==> src/rtl/tc_pkg.sv <==
// Shared sizing and FSM encoding for the D-buffer writeback path.
// The D buffer and its bench use the same package so geometry stays consistent.
package tc_pkg;

  localparam int M          = 16;   // rows drained per job
  localparam int N          = 16;   // elements per row
  localparam int DW_DATA    = 16;   // element width
  localparam int DW_COL     = 4;    // row index width
  localparam int DW_MEM     = 256;  // memory beat width (N*DW_DATA)
  localparam int FIFO_CNT_W = 2;    // occupancy width of the 2-entry skid FIFO

  typedef enum logic [1:0] {
    IDLE  = 2'd0,
    RUN   = 2'd1,
    DRAIN = 2'd2,
    DONE  = 2'd3
  } tc_state_e;

  // Debug view of the writeback engine for checkers and waveforms.
  typedef struct packed {
    tc_state_e             state;
    logic [FIFO_CNT_W-1:0] fifo_count;
    logic                  fifo_full;
    logic                  inflight;
  } tc_dbg_t;

endpackage

==> src/rtl/tc_skid_fifo.sv <==
// Two-entry FIFO holding {address, row} beats between the D-buffer read and
// the memory writer. A push and a pop in the same cycle leave the count alone;
// a push while full is accepted only when the head leaves in that same cycle.
module tc_skid_fifo
  import tc_pkg::*;
#(
  parameter int W = 32
) (
  input  logic                  clk,
  input  logic                  reset,
  input  logic                  push,
  input  logic                  pop,
  input  logic [W-1:0]          din,
  output logic [W-1:0]          dout,
  output logic                  full,
  output logic                  empty,
  output logic [FIFO_CNT_W-1:0] count
);

  logic [W-1:0]          mem_q [2];
  logic [W-1:0]          mem_d [2];
  logic                  wr_ptr_q, wr_ptr_d;
  logic                  rd_ptr_q, rd_ptr_d;
  logic [FIFO_CNT_W-1:0] count_q, count_d;
  logic                  do_push, do_pop;

  assign empty   = (count_q == 2'd0);
  assign full    = (count_q == 2'd2);
  assign count   = count_q;
  assign dout    = mem_q[rd_ptr_q];
  assign do_pop  = pop && !empty;
  assign do_push = push && (!full || do_pop);

  // Next storage, pointers and occupancy from this cycle's push/pop.
  always_comb begin
    mem_d    = mem_q;
    wr_ptr_d = wr_ptr_q ^ do_push;
    rd_ptr_d = rd_ptr_q ^ do_pop;
    count_d  = count_q;
    if (do_push) begin
      mem_d[wr_ptr_q] = din;
    end
    if (do_push && !do_pop) begin
      count_d = count_q + 2'd1;
    end else if (do_pop && !do_push) begin
      count_d = count_q - 2'd1;
    end
  end

  // Register the FIFO; reset empties it and zeroes the entries.
  always_ff @(posedge clk) begin
    if (!reset) begin
      mem_q    <= '{default: '0};
      wr_ptr_q <= 1'b0;
      rd_ptr_q <= 1'b0;
      count_q  <= '0;
    end else begin
      mem_q    <= mem_d;
      wr_ptr_q <= wr_ptr_d;
      rd_ptr_q <= rd_ptr_d;
      count_q  <= count_d;
    end
  end

endmodule

==> src/rtl/tc_dwriteback.sv <==
// Drains M rows of the D buffer to a memory writer as one beat per row.
// Handshake: a beat transfers on a cycle where mem_valid and mem_ready are both
// high; once mem_valid rises, mem_valid/mem_addr/mem_data hold until transfer.
// Rows are read with a fixed 1-cycle latency; reads are throttled so that rows
// in the FIFO plus the read in flight never exceed the two FIFO entries.
module tc_dwriteback
  import tc_pkg::*;
#(
  parameter int M          = tc_pkg::M,
  parameter int N          = tc_pkg::N,
  parameter int DW_DATA    = tc_pkg::DW_DATA,
  parameter int DW_COL     = tc_pkg::DW_COL,
  parameter int DW_MEM     = tc_pkg::DW_MEM,
  parameter int ROW_STRIDE = 32
) (
  input  logic                   clk,
  input  logic                   reset,
  input  logic                   start,
  input  logic [31:0]            base_addr,
  output logic                   busy,
  output logic                   done,
  output logic [DW_COL-1:0]      row_out,
  input  logic [N*DW_DATA-1:0]   D_row_in,
  output logic                   mem_valid,
  input  logic                   mem_ready,
  output logic [31:0]            mem_addr,
  output logic [DW_MEM-1:0]      mem_data,
  output tc_dbg_t                dbg
);

  localparam logic [DW_COL-1:0] LAST_ROW = DW_COL'(M - 1);
  localparam int                FIFO_W   = 32 + DW_MEM;

  tc_state_e             state_q, state_d;
  logic [DW_COL-1:0]     row_q, row_d;
  logic [31:0]           base_q, base_d;
  logic                  inflight_q, inflight_d;
  logic [31:0]           inflight_addr_q, inflight_addr_d;

  logic                  fifo_full, fifo_empty;
  logic [FIFO_CNT_W-1:0] fifo_count;
  logic [FIFO_W-1:0]     fifo_dout;
  logic                  pop;
  logic                  issue;
  logic [2:0]            occupancy;
  logic [31:0]           row_addr;

  // Head of the FIFO is the beat on offer; a pop is a completed handshake.
  assign mem_valid = !fifo_empty;
  assign mem_addr  = fifo_dout[FIFO_W-1 -: 32];
  assign mem_data  = fifo_dout[DW_MEM-1:0];
  assign pop       = mem_valid && mem_ready;

  // A slot freed by this cycle's pop may be reused by this cycle's read, which
  // keeps one beat per cycle with ready held high.
  assign occupancy = {1'b0, fifo_count} + {2'b00, inflight_q};
  assign issue     = (state_q == RUN) && (occupancy < (pop ? 3'd3 : 3'd2));
  assign row_addr  = base_q + (32'(row_q) * 32'(ROW_STRIDE));

  assign busy    = (state_q == RUN) || (state_q == DRAIN);
  assign done    = (state_q == DONE);
  assign row_out = row_q;

  assign dbg.state      = state_q;
  assign dbg.fifo_count = fifo_count;
  assign dbg.fifo_full  = fifo_full;
  assign dbg.inflight   = inflight_q;

  tc_skid_fifo #(
    .W (FIFO_W)
  ) u_fifo (
    .clk   (clk),
    .reset (reset),
    .push  (inflight_q),
    .pop   (pop),
    .din   ({inflight_addr_q, D_row_in}),
    .dout  (fifo_dout),
    .full  (fifo_full),
    .empty (fifo_empty),
    .count (fifo_count)
  );

  // Next-state, row sequencing and read tracking.
  always_comb begin
    state_d         = state_q;
    row_d           = row_q;
    base_d          = base_q;
    inflight_d      = issue;
    inflight_addr_d = inflight_addr_q;
    if (issue) begin
      inflight_addr_d = row_addr;
    end
    case (state_q)
      IDLE: begin
        if (start) begin
          state_d = RUN;
          base_d  = base_addr;
          row_d   = '0;
        end
      end
      RUN: begin
        // Row counter stops at the last row so it never wraps within a job.
        if (issue) begin
          if (row_q == LAST_ROW) begin
            state_d = DRAIN;
          end else begin
            row_d = row_q + DW_COL'(1);
          end
        end
      end
      DRAIN: begin
        // Leave as the final beat transfers so done follows it directly.
        if (!inflight_q && (fifo_empty || (fifo_count == 2'd1 && pop))) begin
          state_d = DONE;
        end
      end
      DONE: begin
        state_d = IDLE;
      end
      default: begin
        state_d = IDLE;
      end
    endcase
  end

  // State registers; reset abandons any job and any read in flight.
  always_ff @(posedge clk) begin
    if (!reset) begin
      state_q         <= IDLE;
      row_q           <= '0;
      base_q          <= '0;
      inflight_q      <= 1'b0;
      inflight_addr_q <= '0;
    end else begin
      state_q         <= state_d;
      row_q           <= row_d;
      base_q          <= base_d;
      inflight_q      <= inflight_d;
      inflight_addr_q <= inflight_addr_d;
    end
  end

endmodule

==> config.mk <==
export PLATFORM = sky130hd
export DESIGN_NAME = tc_dwriteback
export DESIGN_NICKNAME = d
export VERILOG_FILES = /design/src/rtl/tc_pkg.sv /design/src/rtl/tc_skid_fifo.sv /design/src/rtl/tc_dwriteback.sv
export SDC_FILE = /design/constraint.sdc
export NUM_CORES = 1
export LEC_CHECK = 0
export BUFFER_PORTS_ARGS = -buffer_cell sky130_fd_sc_hd__buf_2
export CAP_MARGIN = 10
export CORE_MARGIN = 8
export CORE_UTILIZATION = 45
export CTS_CLUSTER_SIZE = 28
export DETAILED_ROUTE_END_ITERATION = 8
export PLACE_DENSITY = 0.81
export SYNTH_ARGS = -nofsm -noshare
export SYNTH_HDL_FRONTEND = slang
export SYNTH_SLANG_ARGS = --single-unit
==> constraint.sdc <==
create_clock -name clk -period 2.5 [get_ports clk]
set_input_delay 0.5 -clock clk [delete_from_list [all_inputs] [get_ports clk]]
set_output_delay 0.5 -clock clk [all_outputs]
set_load 0.02 [all_outputs]
==> results.ini <==
[outcome]
outcome = completed

[timing]
min_period_over_period_pct = 98.8
period_minus_slack_ns = 2.47
max_slew_margin_pct = 66.6
worst_pin_slew_ns = 0.500
clock_skew_ns = 0.0198
rsz0062_at_grt = yes
setup_viol = 0
drv_slew = 0
fmax_mhz = 405
setup_slack_ns = 0.0289
hold_viol = 0

[global_routing]
grt_pass1_wl_mm = 114
grt_usage_pct = 20.6
grt_pass1_vias = 20900
grt-ovfl-total = 0
grt_max_degree = 84
grt_antenna_before_repair = 15

[detailed_routing]
drc = 0
avgRoutedWirePerCell_microns = 18.9
routed_wl_mm = 75.4
vias = 20700
first_pass_iters = 5
drtIter0Drc = 1368
routed_via_density = 5.17
final_antenna_net_count = 0

[place]
dp_hpwl_mm = 52.1
place_inst = 3857
dp_slack_ns = 0.162
place.port_buffers = 592
globalplace.congestion = 0.852

[worst_setup_path]
worst_setup_path_start_kind = flip-flop
worstPathMaxFanout = 18
critPathKind = flip-flop to output port
cp-end-kind = output port
reg2reg_depth = 11
arrival_ns = 1.97
cp.required_ns = 2.00

[floorplan]
die_area_sq_mm = 0.0680
core_sq_mm = 0.0591
die_h_microns = 261
start_util_pct = 45.6
floorplan.rows = 89
io_pins = 593
fp.dieW_microns = 261

[synth]
synth-warning-count = 0
synth_top_flop_cell = dfxtp_1
avgSynthCellArea_sq_um = 10.4
netlist_instances = 2599
yosys-top-cells-count = dfxtp_1, mux2i_1, nor2_1, mux2_2, clkbuf_1
synthesis.area_sq_mm = 0.0270
ys_top_cells_by_area = dfxtp_1, mux2i_1, mux2_2
async_reset_ff_share_pct = 0
synth_edf_count = 0
synth_top_area_share_pct = 48.3
ys_ff_latch = 651
yosysUniqueCellTypes = 45
synth.most_common_cell = dfxtp_1
synth_seq_area_share_pct = 48.3
synth_top_cell_by_area = dfxtp_1
synth_fp_nets = 2910

[clocking]
cts_root_buffer = clkbuf_16
cts_buffers = 67
clk-insertion-delay-late_ns = 0.59
h-tree-depth = 3
cts_hold_buffers = 0
cts_tree = built
clk_pin_slew_ns = 0.06
cts.path.max_buffers = 3
clock_sinks = 651

[power]
powerDensity_mw_per_mm2 = 934
peakVddDrop_uv = 764
power_leakage_nw = 14.0

[final_layout]
fillCellCount = 4838
syn_to_final_growth_pct = 25.9
drive_gt1_share_pct = 34.0
fin_cells = 3999
final_nets = 3476

[min_path]
hold_path.class = input pin to flip-flop
hold_depth = 3

[job]
drv_cap = 0

==> worst paths after layout <==
check	start	to	slack, ns
setup / recovery	u_fifo.rd_ptr_q	mem_data[150]	0.03
hold reg to reg	base_q[0]	base_q[0]	0.47
setup reg to reg	u_fifo.count[0]	u_fifo.mem_q[209]	0.10
hold / removal	base_addr[6]	base_q[6]	0.15
==> worst max-delay path: stages (launching register included) <==
cell	delay [ns]
dfxtp_4	0.40
buf_12	0.20
buf_16	0.19
mux2_2	0.37
buf_2	0.20
==> per-layer routing <==
layer / track usage [%] / share of wire [%]
met1: 24.4 / 41
met2: 35.4 / 49
met3: 5.09 / 6.5
met4: 8.61 / 3.6
met5: 0 / 0.091
==> timing repair <==
item,4_1_cts,5_1_grt
setup endpoints to repair,210,68
buffers inserted,3,0
resized for setup,24,21
cloned,5,5
==> power breakdown <==
group / leakage, nW / switching [mW] / internal [mW]
Clock: 1.13 / 4.12 / 6.15
Combinational: 7.58 / 5.05 / 4.20
Sequential: 5.27 / 0.702 / 11.5
Total: 14.0 / 9.87 / 21.9
==> final cells by class <==
type                            count  area [sq um]  area share, %
Clock inverter                     20           275          0.810
Clock buffer                      100          2020           5.95
Antenna cell                       10          25.0         0.0737
Multi-Input combinational cell   1748         13200           38.8
Sequential cell                   651         13000           38.4
Inverter                           15          63.8          0.188
Timing Repair Buffer              682          4390           12.9
Tap cell                          773           967           2.85
==> logic make-up after synthesis <==
kind of cell,Yosys count,share of synthesized area [%]
xor+xnor,27,0.877
buf+inv,200,3.05
flops,651,48.3
simple gates,729,10.9
fa+ha+maj,19,0.909
compound gates,108,2.54
mux,865,33.4
==> through the flow <==
stage	setup TNS, ns	area (sq um)	util [%]	total power [mW]	hold WS (ns)
6_report	0	34000	57.4	31.7	0.153
5_1_grt	-0.639	34000	57.4	33.1	0.138
4_1_cts	-0.814	33700	57.0	31.7	0.118
3_5_place_dp	0	31200	52.7	21.0	0.460
3_3_place_gp	0	31200	52.7	20.8	0.453
2_1_floorplan	0	27100	-	18.2	0.441
==> sequential cells by signal (all words and copies together) (netlist names) <==
signal           count
base_q              32
inflight_addr_q     32
inflight_q           1
row_out              4
state_q              2
u_fifo.count         2
u_fifo.mem_q       576
u_fifo.rd_ptr_q      1
u_fifo.wr_ptr_q      1
==> cells in the final DEF, fill, tap and decap left out, types with 9 or more instances in the layout <==
master       n
a21boi_0    41
a21oi_1     25
buf_12      22
buf_16      15
buf_2      583
buf_4       51
clkbuf_1    12
clkbuf_16   73
clkbuf_8    20
dfxtp_1    648
diode_2     10
ha_1        16
inv_1       14
mux2_2     284
mux2i_1    575
nand2_1     98
nand3_1     12
nand4_1      9
nor2_1     560
nor2b_1     22
o21ai_0     28
xor2_1      21
Note: power is estimated with default switching activity, not from simulation.
